**src/rtl/dfr_batch_scheduler.sv**
```systemverilog
// Batch scheduler for a DFR core: issues one core_start per sample and walks the
// input/result addresses by their strides, with ack timeout, abort and drain handling.
module dfr_batch_scheduler #(
    parameter int unsigned ADDR_WIDTH  = 32,
    parameter int unsigned CNT_WIDTH   = 16,
    parameter int unsigned ACK_TIMEOUT = 16
) (
    input  logic                  clk,
    input  logic                  rst,
    input  logic                  start,
    input  logic                  abort,
    input  logic [CNT_WIDTH-1:0]  num_samples,
    input  logic [ADDR_WIDTH-1:0] in_base,
    input  logic [ADDR_WIDTH-1:0] in_stride,
    input  logic [ADDR_WIDTH-1:0] out_base,
    input  logic [ADDR_WIDTH-1:0] out_stride,
    input  logic                  core_busy,
    output logic                  core_start,
    output logic [ADDR_WIDTH-1:0] core_in_addr,
    output logic [ADDR_WIDTH-1:0] core_out_addr,
    output logic [CNT_WIDTH-1:0]  sample_idx,
    output logic                  busy,
    output logic                  done,
    output logic                  error
);

    localparam int unsigned TMR_W = (ACK_TIMEOUT > 1) ? $clog2(ACK_TIMEOUT) : 1;

    typedef enum logic [2:0] {
        IDLE,
        LAUNCH,
        WAIT_ACK,
        WAIT_DONE,
        ADVANCE,
        DRAIN
    } state_e;

    state_e                state_q, state_d;
    logic                  busy_q, busy_d;
    logic                  done_q, done_d;
    logic                  error_q, error_d;
    logic                  core_start_q, core_start_d;
    logic [CNT_WIDTH-1:0]  idx_q, idx_d;
    logic [CNT_WIDTH-1:0]  num_q, num_d;
    logic [ADDR_WIDTH-1:0] in_addr_q, in_addr_d;
    logic [ADDR_WIDTH-1:0] out_addr_q, out_addr_d;
    logic [ADDR_WIDTH-1:0] in_stride_q, in_stride_d;
    logic [ADDR_WIDTH-1:0] out_stride_q, out_stride_d;
    logic [TMR_W-1:0]      timer_q, timer_d;

    // Next-state and registered-output logic; abort always takes priority over progress.
    always_comb begin
        state_d      = state_q;
        done_d       = done_q;
        error_d      = error_q;
        core_start_d = 1'b0;
        idx_d        = idx_q;
        num_d        = num_q;
        in_addr_d    = in_addr_q;
        out_addr_d   = out_addr_q;
        in_stride_d  = in_stride_q;
        out_stride_d = out_stride_q;
        timer_d      = timer_q;

        case (state_q)
            IDLE: begin
                if (start && !abort) begin
                    num_d        = num_samples;
                    in_stride_d  = in_stride;
                    out_stride_d = out_stride;
                    in_addr_d    = in_base;
                    out_addr_d   = out_base;
                    idx_d        = '0;
                    error_d      = 1'b0;
                    if (num_samples == '0) begin
                        done_d = 1'b1;
                    end else begin
                        done_d       = 1'b0;
                        state_d      = LAUNCH;
                        core_start_d = 1'b1;
                    end
                end
            end
            LAUNCH: begin
                if (abort) begin
                    state_d = IDLE;
                    error_d = 1'b1;
                end else begin
                    state_d = WAIT_ACK;
                    timer_d = '0;
                end
            end
            WAIT_ACK: begin
                if (abort) begin
                    state_d = DRAIN;
                end else if (core_busy) begin
                    state_d = WAIT_DONE;
                end else if (timer_q == TMR_W'(ACK_TIMEOUT - 1)) begin
                    state_d = IDLE;
                    error_d = 1'b1;
                end else begin
                    timer_d = timer_q + 1'b1;
                end
            end
            WAIT_DONE: begin
                if (abort) begin
                    state_d = DRAIN;
                end else if (!core_busy) begin
                    state_d = ADVANCE;
                end
            end
            ADVANCE: begin
                if (abort) begin
                    state_d = IDLE;
                    error_d = 1'b1;
                end else if (CNT_WIDTH'(idx_q + 1'b1) == num_q) begin
                    state_d = IDLE;
                    done_d  = 1'b1;
                end else begin
                    idx_d        = idx_q + 1'b1;
                    in_addr_d    = in_addr_q + in_stride_q;
                    out_addr_d   = out_addr_q + out_stride_q;
                    state_d      = LAUNCH;
                    core_start_d = 1'b1;
                end
            end
            DRAIN: begin
                if (!core_busy) begin
                    state_d = IDLE;
                    error_d = 1'b1;
                end
            end
            default: state_d = IDLE;
        endcase

        busy_d = (state_d != IDLE);
    end

    always_ff @(posedge clk) begin
        if (rst) begin
            state_q      <= IDLE;
            busy_q       <= 1'b0;
            done_q       <= 1'b0;
            error_q      <= 1'b0;
            core_start_q <= 1'b0;
            idx_q        <= '0;
            num_q        <= '0;
            in_addr_q    <= '0;
            out_addr_q   <= '0;
            in_stride_q  <= '0;
            out_stride_q <= '0;
            timer_q      <= '0;
        end else begin
            state_q      <= state_d;
            busy_q       <= busy_d;
            done_q       <= done_d;
            error_q      <= error_d;
            core_start_q <= core_start_d;
            idx_q        <= idx_d;
            num_q        <= num_d;
            in_addr_q    <= in_addr_d;
            out_addr_q   <= out_addr_d;
            in_stride_q  <= in_stride_d;
            out_stride_q <= out_stride_d;
            timer_q      <= timer_d;
        end
    end

    assign core_start    = core_start_q;
    assign core_in_addr  = in_addr_q;
    assign core_out_addr = out_addr_q;
    assign sample_idx    = idx_q;
    assign busy          = busy_q;
    assign done          = done_q;
    assign error         = error_q;

endmodule

```
**config.mk**
```make
export PLATFORM = sky130hd
export DESIGN_NAME = dfr_batch_scheduler
export DESIGN_NICKNAME = d
export VERILOG_FILES = /design/src/rtl/dfr_batch_scheduler.sv
export SDC_FILE = /design/constraint.sdc
export NUM_CORES = 1
export LEC_CHECK = 0
export CORE_MARGIN = 2
export CORE_UTILIZATION = 35
export CTS_BUF_LIST = sky130_fd_sc_hd__clkbuf_8
export CTS_CLUSTER_DIAMETER = 50
export DETAILED_ROUTE_END_ITERATION = 10
export HOLD_SLACK_MARGIN = 0.15
export PLACE_DENSITY_LB_ADDON = 0.12
export REMOVE_ABC_BUFFERS = 1
export SLEW_MARGIN = 20
export SYNTH_ARGS = -nofsm -noshare
export SYNTH_HDL_FRONTEND = slang
export SYNTH_SLANG_ARGS = --single-unit
```
**constraint.sdc**
```tcl
create_clock -name clk -period 4.8 [get_ports clk]
set_input_delay 0.96 -clock clk [delete_from_list [all_inputs] [get_ports clk]]
set_output_delay 0.96 -clock clk [all_outputs]
set_load 0.05 [all_outputs]
```
# == Word level (Yosys, flattened, before mapping) ==
# Index checks and enable logic that the tools add are counted.
# totals
reg_bits,171
inputBits,149
out_inout_bits,84
# classes
add_sub_neg,4
eq_ne,18
n_mux,46
n_reduce_logical,14
# op_table
op,n
$mux W32,6
$pmux W32 S2,2
$add A32 B32 Y32,2
$mux W16,3
$pmux W16 S2,1
$mux W3,8
$ne A2 B2 Y1 const B,10
$pmux W3 S6,1
$add A16 B1 Y16 const B,1
$eq A16 B16 Y1,1
$logic_not A16 Y1,1
$mux W1,16
$mux W4,4
$pmux W4 S2,1
$reduce_and A4 Y1,2
$reduce_and A7 Y1,1
$eq A3 B2 Y1 const B,2
$eq A3 B3 Y1 const B,2
$reduce_and A5 Y1,1
$add A4 B1 Y4 const B,1
$eq A4 B4 Y1 const B,1
$pmux W1 S2,2
$pmux W1 S4,1
$reduce_bool A2 Y1,2
10 further kinds,10

# == Logic depth before layout (Yosys ltp) ==
# depth
ltp_word,6
ltp_mapped,13
mapped_depth_nobuf,12

# == Worst setup path before layout ==
# Ideal clock, no wire load.
# synth_timing
kind,reg2reg
from,"register idx_q[0], in the netlist sample_idx[0]"
to,"register busy_q, in the netlist busy"
setup_time_ps,127
t_arrival_ps,3282
required_ps,4673
setup_slack_ps,1391
stages_incl_launch_ff,12
period_less_slack_ps,3409
path_cell_list,dfxtp_1 ha_1 buf_2 nand3_1 nor4_2 xnor2_1 or4_4 nor4_4 a21oi_2 buf_6 a22oi_2 a31oi_1
# synth_between
elab_chain_len,6
# synth_rtl
element,line_no,text
start: declaration,43,"logic [CNT_WIDTH-1:0] idx_q, idx_d;"
start signal: assignment,159,idx_q <= idx_d;
$add A16 B1 Y16,116,end else if (CNT_WIDTH'(idx_q + 1'b1) == num_q) begin
$eq A16 B16 Y1,116,
$mux W1,116,
$mux W1,113,if (abort) begin
$pmux W3 S6,65,case (state_q)
$reduce_bool A3 Y1,136,busy_d = (state_d != IDLE);
end signal: assignment,155,busy_q <= busy_d;
end: declaration,39,"logic busy_q, busy_d;"
# Every way passes these cells.
# A chain may end at the register's enable or synchronous reset.

# == Final worst setup path ==
# layout_timing
from,"register idx_q[0], in the netlist sample_idx[0]"
to,"register out_addr_q[19], in the netlist core_out_addr[19]"
# layout_between
elab_chain_len,4
# layout_rtl
element,line_no,text
$add A16 B1 Y16,116,
$eq A16 B16 Y1,116,
$ne A2 B2 Y1 (no line),-,
$reduce_and A4 Y1 (no line),-,
end signal: assignment,162,out_addr_q <= out_addr_d;
end: declaration,46,"logic [ADDR_WIDTH-1:0] out_addr_q, out_addr_d;"
# Every way passes these cells.

==> impl_metrics.csv <==
group,metric,value,unit
clocking,cts_htree_levels,4,
grt,grt_pass1_vias,10091,
critical_path,crit_required,5.10,ns
grt,antenna_found_initial,0,
critical_path,end_kind,"flop",
timing,tightest_slew,0.978,ns
clocking,root_buffer,"clkbuf_8",
drt,wl_per_cell,17.2,um
clocking,clock_path_buffers,2,
cells_and_area,fillers,3038,
timing,finClkSkew,0.0224,ns
drt,routed-via-count,10632,
yosys,synth_edf_count,0,
floorplan,initial_core_util,35.8,%
cells_and_area,multi_input_area,6780,um^2
floorplan,die_h,178,um
drt,drtAntennaViolNets,0,
power_and_ir_drop,p_leak,5.15,nW
cells_and_area,syn2layout_area_growth,27.4,%
yosys,ys_ff_latch,171,
timing,worst_hold_slack,0.465,ns
clocking,cts-buffers-inserted,17,
placement,port_buffers,232,
placement,gp_congestion,0.852,
timing,finalCriticalPeriod,4.03,ns
outcome,status,"finished clean",
yosys,ys_types,68,
clocking,clock_latency,0.48,ns
yosys,syn_avg_cell_area,7.55,um^2
yosys,ys_warn_count,0,
grt,grt_remaining_overflow,0,
cells_and_area,final_nets,1796,
yosys,yosys-top-cells-area,"dfxtp_1 (32%), nand2_1 (9.5%), a21oi_1 (8.7%)",
drt,first_pass_iters,4,
yosys,synth_top_flop_cell,"dfxtp_1",
clocking,post_cts_resized,0,
critical_path,critPathSlowestCell,"or4_4",
clocking,tritoncts,"done",
critical_path,start_kind,"flop",
yosys,syn_inst,1411,
yosys,yosysSeqAreaShare,32.1,%
grt,grt_pass1_wl,53.3,mm
critical_path,path_cells,"ha_1 > nand3_1 > nor4_2 > xnor2_1 > or4_4 > nor4_4 > a21oi_4 > buf_4 > o21ai_0 > a31oi_1",
placement,dp_hpwl,23.8,mm
yosys,synth_area,10700,um^2
drt,drc_errors,0,
critical_path,crit_type,"reg -> reg",
power_and_ir_drop,power,3.47,mW
drt,vias_per_cell,5.36,
cells_and_area,post-route-util,45.6,%
floorplan,row_count,63,
power_and_ir_drop,power_density,256,nW/um^2
cells_and_area,antenna_cells,0,
floorplan,dieArea,31900,um^2
floorplan,design.core.area,29800,um^2
clocking,hold_buffers,0,
job,drv_cap,0,
critical_path,max_stage_delay,0.56,ns
cells_and_area,seq_area,3420,um^2
timing,period_share,84.0,%
power_and_ir_drop,peakVddDrop,0.166,mV
floorplan,die_w,178,um
timing,final-setup-viol-count,0,
yosys,netlist.area_leader.share,32.1,%
timing,grt_setup_unrepaired,"false",
drt,drt_iter0_markers,511,
yosys,netlist.top_cell.by_area,"dfxtp_1",
timing,relSlewSlack,34.8,%
clocking,cts_setup_buffers,0,
critical_path,cp.arrival,4.33,ns
timing,hold_violations,0,
clocking,clk_pin_slew,0.10,ns
drt,routed_wl,34.2,mm
timing,max_freq,248,MHz
worst_hold_path,min-delay-path-class,"reg -> reg",
timing,slew_viol_final,0,
cells_and_area,drive_gt1_share,4.52,%
floorplan,io_pins,233,
clocking,cts_sinks,171,
yosys,async_flop_share,0,%
grt,grt_max_degree,85,
grt,grt_usage,21.2,%
critical_path,rrSetupSlack,0.77,ns
critical_path,worstPathMaxFanout,71,
cells by family after synthesis:
group | Yosys count | share of synthesized area, %
and+or+nand+nor | 530 | 22.3
AOI/OAI and AO/OA | 446 | 26.3
DFF | 171 | 32.1
buffers and inverters | 116 | 4.60
xor gates and xnor gates | 77 | 6.33
adders and majority gates | 66 | 7.89
muxes | 5 | 0.481
routing by layer:
metal	vias to the layer above	track usage, %	part of all wire, %
li1	5370	-	-
met5	-	0	0
met2	245	35.6	47
met1	4992	28.1	47
met4	0	5.83	1.4
met3	25	3.30	4.2
flip-flops by register name, indices dropped and copies added (netlist names):
signal	flops
num_q	16
out_stride_q	32
error	1
busy	1
done	1
core_in_addr	32
core_start	1
in_stride_q	32
state_q	3
sample_idx	16
core_out_addr	32
timer_q	4
cell usage after synthesis (all sizes together), types with 9 or more instances:
| master | n |
|---|---|
| nand2 | 271 |
| o21bai | 12 |
| dfxtp | 171 |
| nor4 | 13 |
| xor2 | 30 |
| clkbuf | 66 |
| o211ai | 15 |
| xnor2 | 47 |
| a21o | 33 |
| ha | 64 |
| buf | 25 |
| a211oi | 27 |
| a21oi | 187 |
| inv | 25 |
| a31oi | 29 |
| nor2 | 104 |
| a221oi | 11 |
| nand3 | 39 |
| o21ai | 76 |
| and3 | 9 |
| or3 | 14 |
| a311oi | 12 |
| nor3 | 32 |
| nand4 | 15 |
| o21a | 15 |
critical path, delay by kind of cell (launching register included):
kind            cells  cell delay, ns
xor+xnor            1            0.13
flops               1            0.49
fa+ha+maj           1            0.36
simple gates        4            1.72
buf+inv             1            0.47
compound gates      3            0.65
report_power, final:
group          switching (mW)  internal, mW  total [mW]
combinational           0.512         0.358       0.871
clock                   0.578         0.463        1.04
sequential             0.0649          1.50        1.56
total                    1.16          2.32        3.47
cell type report:
class / count / share of cell area, %
Clock buffer: 17 / 1.72
Sequential cell: 171 / 25.2
Multi-Input combinational cell: 1124 / 49.9
Clock inverter: 15 / 1.10
Inverter: 25 / 0.691
Timing Repair Buffer: 242 / 17.7
Tap cell: 390 / 3.59
cell usage in the layout, fill, tap and decap left out, types with 4 or more instances in the layout:
cell             count
buf_4               10
o21ai_0             66
nor3_1              31
nand2b_1             7
and3_1               8
or3_1               14
nor2b_1              4
a21oi_1            186
nor4_1              10
clkbuf_8            17
nand2_1            270
o211ai_1            15
a221oi_1            11
or4_1                5
nor2_1             104
a21o_1              32
nor3b_1              4
nand4b_1             4
o21ai_1             10
inv_1               27
a311oi_2            10
clkdlybuf4s50_1    231
nand3_1             38
dfxtp_1            171
a211oi_1            23
a211oi_2             4
o21bai_1            12
inv_6                4
mux2i_1              4
o31ai_1              4
xnor2_1             47
ha_1                64
nand4_1             13
a31oi_1             29
o21a_1              15
xor2_1              30
metrics by stage:
stage	instance area, um^2	setup slack [ns]	TNS (ns)	std cells
2_1_floorplan	10300	-2.81	-206.53	1320
3_3_place_gp	13200	0.862	0	1952
3_5_place_dp	13200	0.792	0	1952
4_1_cts	13600	0.828	0	1984
5_1_grt	13600	0.521	0	1984
6_report	13600	0.767	0	1984
path summary, 6_finish.rpt:
kind,depth (start not counted),from,end
setup / recovery,10,sample_idx[0],core_out_addr[19]
hold / removal,2,out_stride_q[30],out_stride_q[30]
setup reg to reg,10,sample_idx[0],core_out_addr[19]
hold reg to reg,2,out_stride_q[30],out_stride_q[30]
Note: power is estimated with default switching activity, not from simulation.
==> edit: new RTL, same settings <==
The 6 states of `state_e` get a one-hot encoding in 6 bits.
--- a/src/rtl/dfr_batch_scheduler.sv
+++ b/src/rtl/dfr_batch_scheduler.sv
@@ -26,13 +26,13 @@
 
     localparam int unsigned TMR_W = (ACK_TIMEOUT > 1) ? $clog2(ACK_TIMEOUT) : 1;
 
-    typedef enum logic [2:0] {
-        IDLE,
-        LAUNCH,
-        WAIT_ACK,
-        WAIT_DONE,
-        ADVANCE,
-        DRAIN
+    typedef enum logic [5:0] {
+        IDLE      = 6'b000001,
+        LAUNCH    = 6'b000010,
+        WAIT_ACK  = 6'b000100,
+        WAIT_DONE = 6'b001000,
+        ADVANCE   = 6'b010000,
+        DRAIN     = 6'b100000
     } state_e;
 
     state_e                state_q, state_d;
Formal check against the unedited RTL: same outputs for any inputs over 4 cycles, from zero or initial values and one cycle with rst high; so few cycles prove little.
==> edit against the unedited design <==
Count of clock-buffer cells in the layout up 2; core utilization increased by 0.51 points; design area is 2.1% lower; setup slack better by 0.35 ns; wire length fell by 6.2%; total power up 1.1%; sequential cell count is 3 higher; synthesized area down 3.4%; largest cell class unchanged.
==> edit: results (changes against the unedited design) <==
Parameter                              Value

GRT
  Wire length of the first global-routing pass    50600 um (-5.1%)
  Pin count of the biggest net entering global routing    122 (+44%)
  Overall fraction of global-route tracks in use    20.4% (-0.79 points)
  Met2 track demand over resource    34.5% (-1.1 points)
  Number of global-route vias before repair    9529 (-5.6%)
  Met3 Track Usage GR    3.64% (+0.33 points)

Place
  RD Place Congestion    0.828 (-2.8%)
  Post-detailed-placement cell area    12900 sq um (-2.2%)
  Placed Cells incl. Taps    1901 (-2.6%)

Finish
  Sequential cell area    3480 sq um (+1.8%)
  #MultiIn Comb    1074 (-4.4%)
  Multi-input gate share of the layout cell area    48.3% (-1.7 points)
  Final-stage net count    1751 (-2.5%)
  Final non-clock buffer share    18.3% (+0.53 points)
  Count of clock-net buffers in the final layout    19 (+2)
  Buffers outside the clock class    243 (+0.41%)
  Clock-cell share of area    2.90% (+0.079 points)
  Number of fillers in the final layout    2927 (-3.7%)

Routing
  Post-DR wirelength/cell    16.6 um (-3.7%)
  Number of optimization iterations in the first detailed-route pass    7 (+3)
  Routed wl met3    1470 um (+1.7%)

Clocking
  Clock latency on the worst-skew pair    0.46 ns (-0.02 ns)

Synth
  Post-synthesis share of cell area spent on full adders, half adders and majority gates    8.17% (+0.28 points)
  Synth area leaders    sky130_fd_sc_hd__dfxtp_1, sky130_fd_sc_hd__nand2_1, sky130_fd_sc_hd__a21oi_1
  Top cells by count, synth    sky130_fd_sc_hd__nand2_1, sky130_fd_sc_hd__a21oi_1, sky130_fd_sc_hd__dfxtp_1
  Share of cell area taken by muxes after synthesis    0.292% (-0.19 points)
  Synth cell types    70 (+2.9%)
  Mapped Area    10300 sq um (-3.4%)

Timing
  Final Skew    0.0233 ns (+0.000888 ns)

Critical path
  Worst endpoint data arrival time    4.05 ns (-0.28 ns)

Power and ir drop
  Worst vdd rail ir drop    0.000158 V (-4.9%)
  Leakage power    5.22 nW (+1.4%)

Status
  Status    completed
edit: cell count changes after synthesis, sizes merged, moves of 12 or more:
cell	change
o21ai	-26
nand3	-22
a211oi	+18
nor2	+18
a311oi	+14
buf	-13
nor3	-12
edit: worst paths after layout:
path	startpoint	endpoint	slack, ns	cells past startpoint
setup / recovery	core_out_addr[0]$_SDFFE_PP0P_	core_out_addr[26]$_SDFFE_PP0P_	1.11	13
hold / removal	in_stride_q[2]$_SDFFE_PP0P_	in_stride_q[2]$_SDFFE_PP0P_	0.46	2
setup reg to reg	core_out_addr[0]$_SDFFE_PP0P_	core_out_addr[26]$_SDFFE_PP0P_	1.11	13
hold reg to reg	in_stride_q[2]$_SDFFE_PP0P_	in_stride_q[2]$_SDFFE_PP0P_	0.46	2
edit: report_power, final:
group	internal, mW	total (mW)	leakage [nW]	switching (mW)
registers	1.53	1.59	1.42	0.0655
clock network	0.451	1.06	0.196	0.606
logic	0.362	0.864	3.60	0.503
total	2.34	3.51	5.22	1.17
